`config.mk`:
```
export PLATFORM = sky130hd
export DESIGN_NAME = sa48_chunk_feeder
export DESIGN_NICKNAME = d
export VERILOG_FILES = /design/src/rtl/sa48_chunk_feeder_pkg.sv /design/src/rtl/sa48_chunk_feeder.sv
export SDC_FILE = /design/constraint.sdc
export NUM_CORES = 1
export LEC_CHECK = 0
export BUFFER_PORTS_ARGS = -buffer_cell sky130_fd_sc_hd__buf_4
export CAP_MARGIN = 20
export CORE_UTILIZATION = 44
export DETAILED_ROUTE_END_ITERATION = 7
export GPL_ROUTABILITY_DRIVEN = 0
export GPL_TIMING_DRIVEN = 0
export HOLD_SLACK_MARGIN = 0.02
export PLACE_DENSITY_LB_ADDON = 0.12
export SLEW_MARGIN = 5
export SYNTH_ARGS = -nofsm -noshare
export SYNTH_HDL_FRONTEND = slang
export SYNTH_SLANG_ARGS = --single-unit
```
`constraint.sdc`:
```
create_clock -name clk -period 2.26 [get_ports clk]
set_input_delay 0.113 -clock clk [delete_from_list [all_inputs] [get_ports clk]]
set_output_delay 0.113 -clock clk [all_outputs]
set_load 0.02 [all_outputs]
```
`src/rtl/sa48_chunk_feeder_pkg.sv`:
```
// Shared SA48 definitions: operand geometry and the chunk-feeder FSM states.
package sa48_chunk_feeder_pkg;

  localparam int unsigned SA48_CHUNK_W   = 12;
  localparam int unsigned SA48_N_CHUNKS  = 4;
  localparam int unsigned SA48_OPERAND_W = SA48_CHUNK_W * SA48_N_CHUNKS;
  localparam int unsigned SA48_TIMEOUT   = 15;

  typedef enum logic [1:0] {
    ST_IDLE = 2'd0,
    ST_SEND = 2'd1,
    ST_WAIT = 2'd2,
    ST_HOLD = 2'd3
  } feeder_state_e;

endpackage

```
`src/rtl/sa48_chunk_feeder.sv`:
```
// Feeds two wide operands LSB-chunk-first into the SA48 sequential adder and
// captures its result, with a bounded wait for the adder's result strobe.
module sa48_chunk_feeder
  import sa48_chunk_feeder_pkg::*;
#(
  parameter int unsigned CHUNK_W  = SA48_CHUNK_W,
  parameter int unsigned N_CHUNKS = SA48_N_CHUNKS,
  parameter int unsigned TIMEOUT  = SA48_TIMEOUT
) (
  input  logic                        clk,
  input  logic                        rst,
  input  logic [CHUNK_W*N_CHUNKS-1:0] opA,
  input  logic [CHUNK_W*N_CHUNKS-1:0] opB,
  input  logic                        op_valid,
  output logic                        op_ready,
  output logic [CHUNK_W-1:0]          inBusA,
  output logic [CHUNK_W-1:0]          inBusB,
  output logic                        startChunks,
  input  logic                        resultReady,
  input  logic [CHUNK_W*N_CHUNKS-1:0] outBus,
  output logic [CHUNK_W*N_CHUNKS-1:0] sum,
  output logic                        sum_valid,
  input  logic                        sum_ready,
  output logic                        timeout_err
);

  localparam int unsigned OP_W  = CHUNK_W * N_CHUNKS;
  localparam int unsigned CNT_W = (N_CHUNKS > 1) ? $clog2(N_CHUNKS) : 1;
  localparam int unsigned TO_W  = (TIMEOUT > 0) ? $clog2(TIMEOUT + 1) : 1;

  feeder_state_e r_state;
  feeder_state_e w_state_nxt;

  logic [OP_W-1:0]    r_sh_a;
  logic [OP_W-1:0]    r_sh_b;
  logic [CNT_W-1:0]   r_chunk;
  logic [TO_W-1:0]    r_wait_cnt;
  logic               r_op_ready;
  logic [CHUNK_W-1:0] r_in_a;
  logic [CHUNK_W-1:0] r_in_b;
  logic               r_start;
  logic [OP_W-1:0]    r_sum;
  logic               r_sum_valid;
  logic               r_timeout;

  logic [OP_W-1:0]    w_sh_a_nxt;
  logic [OP_W-1:0]    w_sh_b_nxt;
  logic [OP_W-1:0]    w_sh_a_shift;
  logic [OP_W-1:0]    w_sh_b_shift;
  logic [CNT_W-1:0]   w_chunk_nxt;
  logic [TO_W-1:0]    w_wait_nxt;
  logic [TO_W-1:0]    w_wait_inc;
  logic               w_accept;
  logic               w_last_chunk;
  logic               w_op_ready_nxt;
  logic [CHUNK_W-1:0] w_in_a_nxt;
  logic [CHUNK_W-1:0] w_in_b_nxt;
  logic               w_start_nxt;
  logic [OP_W-1:0]    w_sum_nxt;
  logic               w_sum_valid_nxt;
  logic               w_timeout_nxt;

  assign w_accept     = op_valid & r_op_ready;
  assign w_last_chunk = (r_chunk == CNT_W'(N_CHUNKS - 1));
  assign w_wait_inc   = r_wait_cnt + TO_W'(1);
  assign w_sh_a_shift = r_sh_a >> CHUNK_W;
  assign w_sh_b_shift = r_sh_b >> CHUNK_W;

  // State register
  always_ff @(posedge clk) begin
    if (rst) begin
      r_state <= ST_IDLE;
    end else begin
      r_state <= w_state_nxt;
    end
  end

  // Next state and next values of every registered output
  always_comb begin
    w_state_nxt     = r_state;
    w_sh_a_nxt      = r_sh_a;
    w_sh_b_nxt      = r_sh_b;
    w_chunk_nxt     = r_chunk;
    w_wait_nxt      = r_wait_cnt;
    w_in_a_nxt      = '0;
    w_in_b_nxt      = '0;
    w_start_nxt     = 1'b0;
    w_sum_nxt       = r_sum;
    w_sum_valid_nxt = r_sum_valid;
    w_timeout_nxt   = 1'b0;

    unique case (r_state)
      ST_IDLE: begin
        if (w_accept) begin
          w_state_nxt = ST_SEND;
          w_sh_a_nxt  = opA;
          w_sh_b_nxt  = opB;
          w_chunk_nxt = '0;
          w_in_a_nxt  = opA[CHUNK_W-1:0];
          w_in_b_nxt  = opB[CHUNK_W-1:0];
          w_start_nxt = 1'b1;
        end
      end
      ST_SEND: begin
        if (w_last_chunk) begin
          w_state_nxt = ST_WAIT;
          w_wait_nxt  = '0;
        end else begin
          w_chunk_nxt = r_chunk + CNT_W'(1);
          w_sh_a_nxt  = w_sh_a_shift;
          w_sh_b_nxt  = w_sh_b_shift;
          w_in_a_nxt  = w_sh_a_shift[CHUNK_W-1:0];
          w_in_b_nxt  = w_sh_b_shift[CHUNK_W-1:0];
        end
      end
      ST_WAIT: begin
        // A strobe on the final allowed cycle still wins over the timeout.
        if (resultReady) begin
          w_state_nxt     = ST_HOLD;
          w_sum_nxt       = outBus;
          w_sum_valid_nxt = 1'b1;
        end else if (w_wait_inc == TO_W'(TIMEOUT)) begin
          w_state_nxt   = ST_IDLE;
          w_wait_nxt    = '0;
          w_timeout_nxt = 1'b1;
        end else begin
          w_wait_nxt = w_wait_inc;
        end
      end
      ST_HOLD: begin
        if (sum_ready) begin
          w_state_nxt     = ST_IDLE;
          w_sum_valid_nxt = 1'b0;
        end
      end
      default: begin
        w_state_nxt = ST_IDLE;
      end
    endcase

    w_op_ready_nxt = (w_state_nxt == ST_IDLE);
  end

  // Datapath and output registers
  always_ff @(posedge clk) begin
    if (rst) begin
      r_sh_a      <= '0;
      r_sh_b      <= '0;
      r_chunk     <= '0;
      r_wait_cnt  <= '0;
      r_op_ready  <= 1'b1;
      r_in_a      <= '0;
      r_in_b      <= '0;
      r_start     <= 1'b0;
      r_sum       <= '0;
      r_sum_valid <= 1'b0;
      r_timeout   <= 1'b0;
    end else begin
      r_sh_a      <= w_sh_a_nxt;
      r_sh_b      <= w_sh_b_nxt;
      r_chunk     <= w_chunk_nxt;
      r_wait_cnt  <= w_wait_nxt;
      r_op_ready  <= w_op_ready_nxt;
      r_in_a      <= w_in_a_nxt;
      r_in_b      <= w_in_b_nxt;
      r_start     <= w_start_nxt;
      r_sum       <= w_sum_nxt;
      r_sum_valid <= w_sum_valid_nxt;
      r_timeout   <= w_timeout_nxt;
    end
  end

  assign op_ready    = r_op_ready;
  assign inBusA      = r_in_a;
  assign inBusB      = r_in_b;
  assign startChunks = r_start;
  assign sum         = r_sum;
  assign sum_valid   = r_sum_valid;
  assign timeout_err = r_timeout;

endmodule

```
==> flow_metrics.tcl <==
set metrics [dict create \
    reg2reg_depth 5 \
    setup-violations-final 0 \
    grt-ovfl-total 0 \
    maxSlewHeadroom_pct 48.4 \
    cts_resized 0 \
    synth-seq-cells 156 \
    grt_max_degree 17 \
    cts_sinks 156 \
    required_ns 2.62 \
    crit_slowest_cell "nor3_2" \
    fin_nets 1240 \
    critPathBufInv 2 \
    rows 42 \
    initial_core_util_pct 44.9 \
    fin_skew_ns 0.00451 \
    yosys_warnings 0 \
    synth_common_cells "nand2_1, dfxtp_1, nor2_1, a21oi_1, a311oi_1" \
    final_util_pct 75.2 \
    synth_area_per_cell_um2 8.45 \
    postCtsSetupBuffers 0 \
    hold_path_depth 4 \
    critical_path.top_delay_family "simple AND/OR/NAND/NOR gates" \
    antenna_found_initial 0 \
    io_pins 225 \
    clk_pin_slew_worst_paths_ns 0.06 \
    dp_hpwl_um 12400 \
    cts_tree "yes" \
    wire_per_inst_um 15.4 \
    h-tree-depth 4 \
    placed_cell_area_mm2 0.00782 \
    design_area_mm2 0.00992 \
    async_flop_share_pct 0 \
    r2r_end "r_sh_a[37]" \
    route.met3.wl_um 1210 \
    grtUsageTotal_pct 29.0 \
    yosysSeqAreaShare_pct 52.7 \
    num_vias 6497 \
    crit_top_cell "buf_2" \
    max_freq_mhz 534 \
    die_y_um 118 \
    clock_tree.root_cell "clkbuf_16" \
    finalHoldViolCount 0 \
    n_fill_cell 940 \
    criticalPathCategory "reg -> reg" \
    max-vdd-ir-drop_mv 0.544 \
    wl_met2_um 9640 \
    syn_nets 853 \
    synth-main-ff-cell "dfxtp_1" \
    fin_setup_tns_ns 0 \
    tightest_slew_ns 0.770 \
    reg2reg_slack_ns 0.39 \
    min_from "sum_ready" \
    fin_crit_ns 1.87 \
    core_mm2 0.0132 \
    min_to "sum_valid" \
    drt-pass1-iter-count 5 \
    area_growth_pct 67.4 \
    cts_buffers 17 \
    start_kind "register" \
    io_buffer_count 223 \
    fin_total_pwr_mw 7.38 \
    dieArea_mm2 0.0139 \
    ant_nets 0 \
    min_path_type "in -> reg" \
    grt_pass1_wl_um 31600 \
    routed_wl_um 19700 \
    cts_hold_buffers 145 \
    vias_per_cell 5.09 \
    synth_top_area_cell "dfxtp_1" \
    top_layer_used "met4" \
    cp-end-kind "register" \
    synth_edf_count 0 \
    power_density_mw_per_mm2 744 \
    drc 0 \
    drv_cap 0 \
    m1WireLength_um 8070 \
    rsz0062_at_grt "no" \
    drive_gt1_share_pct 27.0 \
    slowest_delay_ns 0.66 \
    p_leak_nw 4.26 \
    grt_pass1_vias 6321 \
    synth_top_area_share_pct 52.7 \
    r2r_start "r_state[0]" \
    path_max_fanout 10 \
    final.period_utilization_pct 82.8 \
    synth.distinct_cells 36 \
    drt_iter0_drc 276 \
    synth.most_common_cell "nand2_1" \
    dieWidth_um 118 \
    cts_max_path_buffers 2 \
    hold_slack_ns 0.0492 \
    critPathArrivalTime_ns 2.23 \
    path_cells "buf_2 > nor3_2 > buf_2 > a22oi_1 > nor2_1" \
    syn_inst 701 \
    diodes 0 \
    clk_latency_ns 0.43 \
    synth.cell_area_mm2 0.00592 \
    drv_slew 0 \
    synthTopCellsByArea "dfxtp_1, nand2_1, a311oi_1" \
    status "finished, final reports clean" \
]
==> cell type report <==
| type | instances | area, um^2 | share of cell area (%) |
|---|---|---|---|
| inverter | 2 | 7.51 | 0.0757 |
| tap | 176 | 220 | 2.22 |
| clock buffer | 20 | 457 | 4.60 |
| buffer | 58 | 289 | 2.91 |
| multi-input combinational | 485 | 2500 | 25.2 |
| clock inverter | 12 | 193 | 1.94 |
| sequential | 156 | 3120 | 31.5 |
| timing repair buffer | 368 | 3130 | 31.5 |
==> flip-flops by register name, indices dropped and copies added, names as in the netlist <==
register	count
inBusB	12
startChunks	1
r_chunk	2
inBusA	12
sum_valid	1
sum	48
r_state	2
r_sh_a	36
op_ready	1
timeout_err	1
r_sh_b	36
r_wait_cnt	4
==> report_power, final <==
part | switching (mW) | internal, mW | leakage (nW)
combinational | 0.600 | 0.614 | 2.67
sequential | 0.106 | 2.95 | 1.27
clock | 1.10 | 2.01 | 0.312
total | 1.81 | 5.57 | 4.26
==> tightest hold or removal path, cell delays in order <==
cell     delay [ns]
buf_4          0.12
nand2_1        0.07
a21oi_1        0.06
nor2_1         0.07
==> per-stage QoR <==
step | instances | setup WS (ns)
finish | 1277 | 0.389
global route | 1277 | 0.275
CTS | 1277 | 0.455
detailed placement | 1100 | 0.453
global placement | 1100 | 0.459
floorplan | 701 | 0.589
==> cell usage in the layout, fill, tap and decap left out, types with 2 or more instances in the layout <==
cell type | Yosys | final
nor3b_1 | 2 | 2
ha_1 | 3 | 3
nor2b_1 | 3 | 3
a22oi_1 | 36 | 36
a311oi_1 | 48 | 48
nor3_1 | 4 | 4
a21oi_1 | 56 | 56
inv_1 | 2 | 2
dfxtp_1 | 156 | 156
clkinvlp_4 | 0 | 3
buf_4 | 4 | 227
nand2b_1 | 3 | 3
a22o_1 | 12 | 12
clkinv_2 | 0 | 4
bufinv_16 | 0 | 5
clkbuf_1 | 23 | 24
a21o_1 | 4 | 4
buf_6 | 3 | 3
dlygate4sd3_1 | 0 | 145
nand3_1 | 2 | 2
or2_2 | 2 | 2
buf_2 | 27 | 27
nand2_1 | 202 | 202
clkbuf_8 | 0 | 2
clkbuf_16 | 0 | 17
nor2_1 | 92 | 92
a311oi_2 | 2 | 2
==> how the worst max path moves through the flow <==
stage / from / end / cells past startpoint
4_1_cts: r_wait_cnt[0] / r_state[1] / 6
6_report: r_state[0] / r_sh_a[37] / 5
3_3_place_gp: rst / timeout_err / 4
3_5_place_dp: rst / timeout_err / 4
2_1_floorplan: r_wait_cnt[0] / op_ready / 6
5_1_grt: r_state[0] / r_sh_a[37] / 5
==> logic make-up after synthesis <==
group                    share of synthesized area, %
buffers and inverters                            5.01
multiplexers                                    0.169
XOR/XNOR                                        0.148
AO/OA/AOI/OAI                                    20.0
adder cells (fa/ha/maj)                         0.634
flip-flops                                       52.7
AND/OR/NAND/NOR                                  21.3
==> per-layer routing <==
layer,up-vias,GRT usage [%]
met4,0,15.5
met5,-,0
li1,3184,-
met1,3003,32.7
met2,253,49.9
met3,57,7.41
No activity file was read; power rests on OpenSTA's default activity.
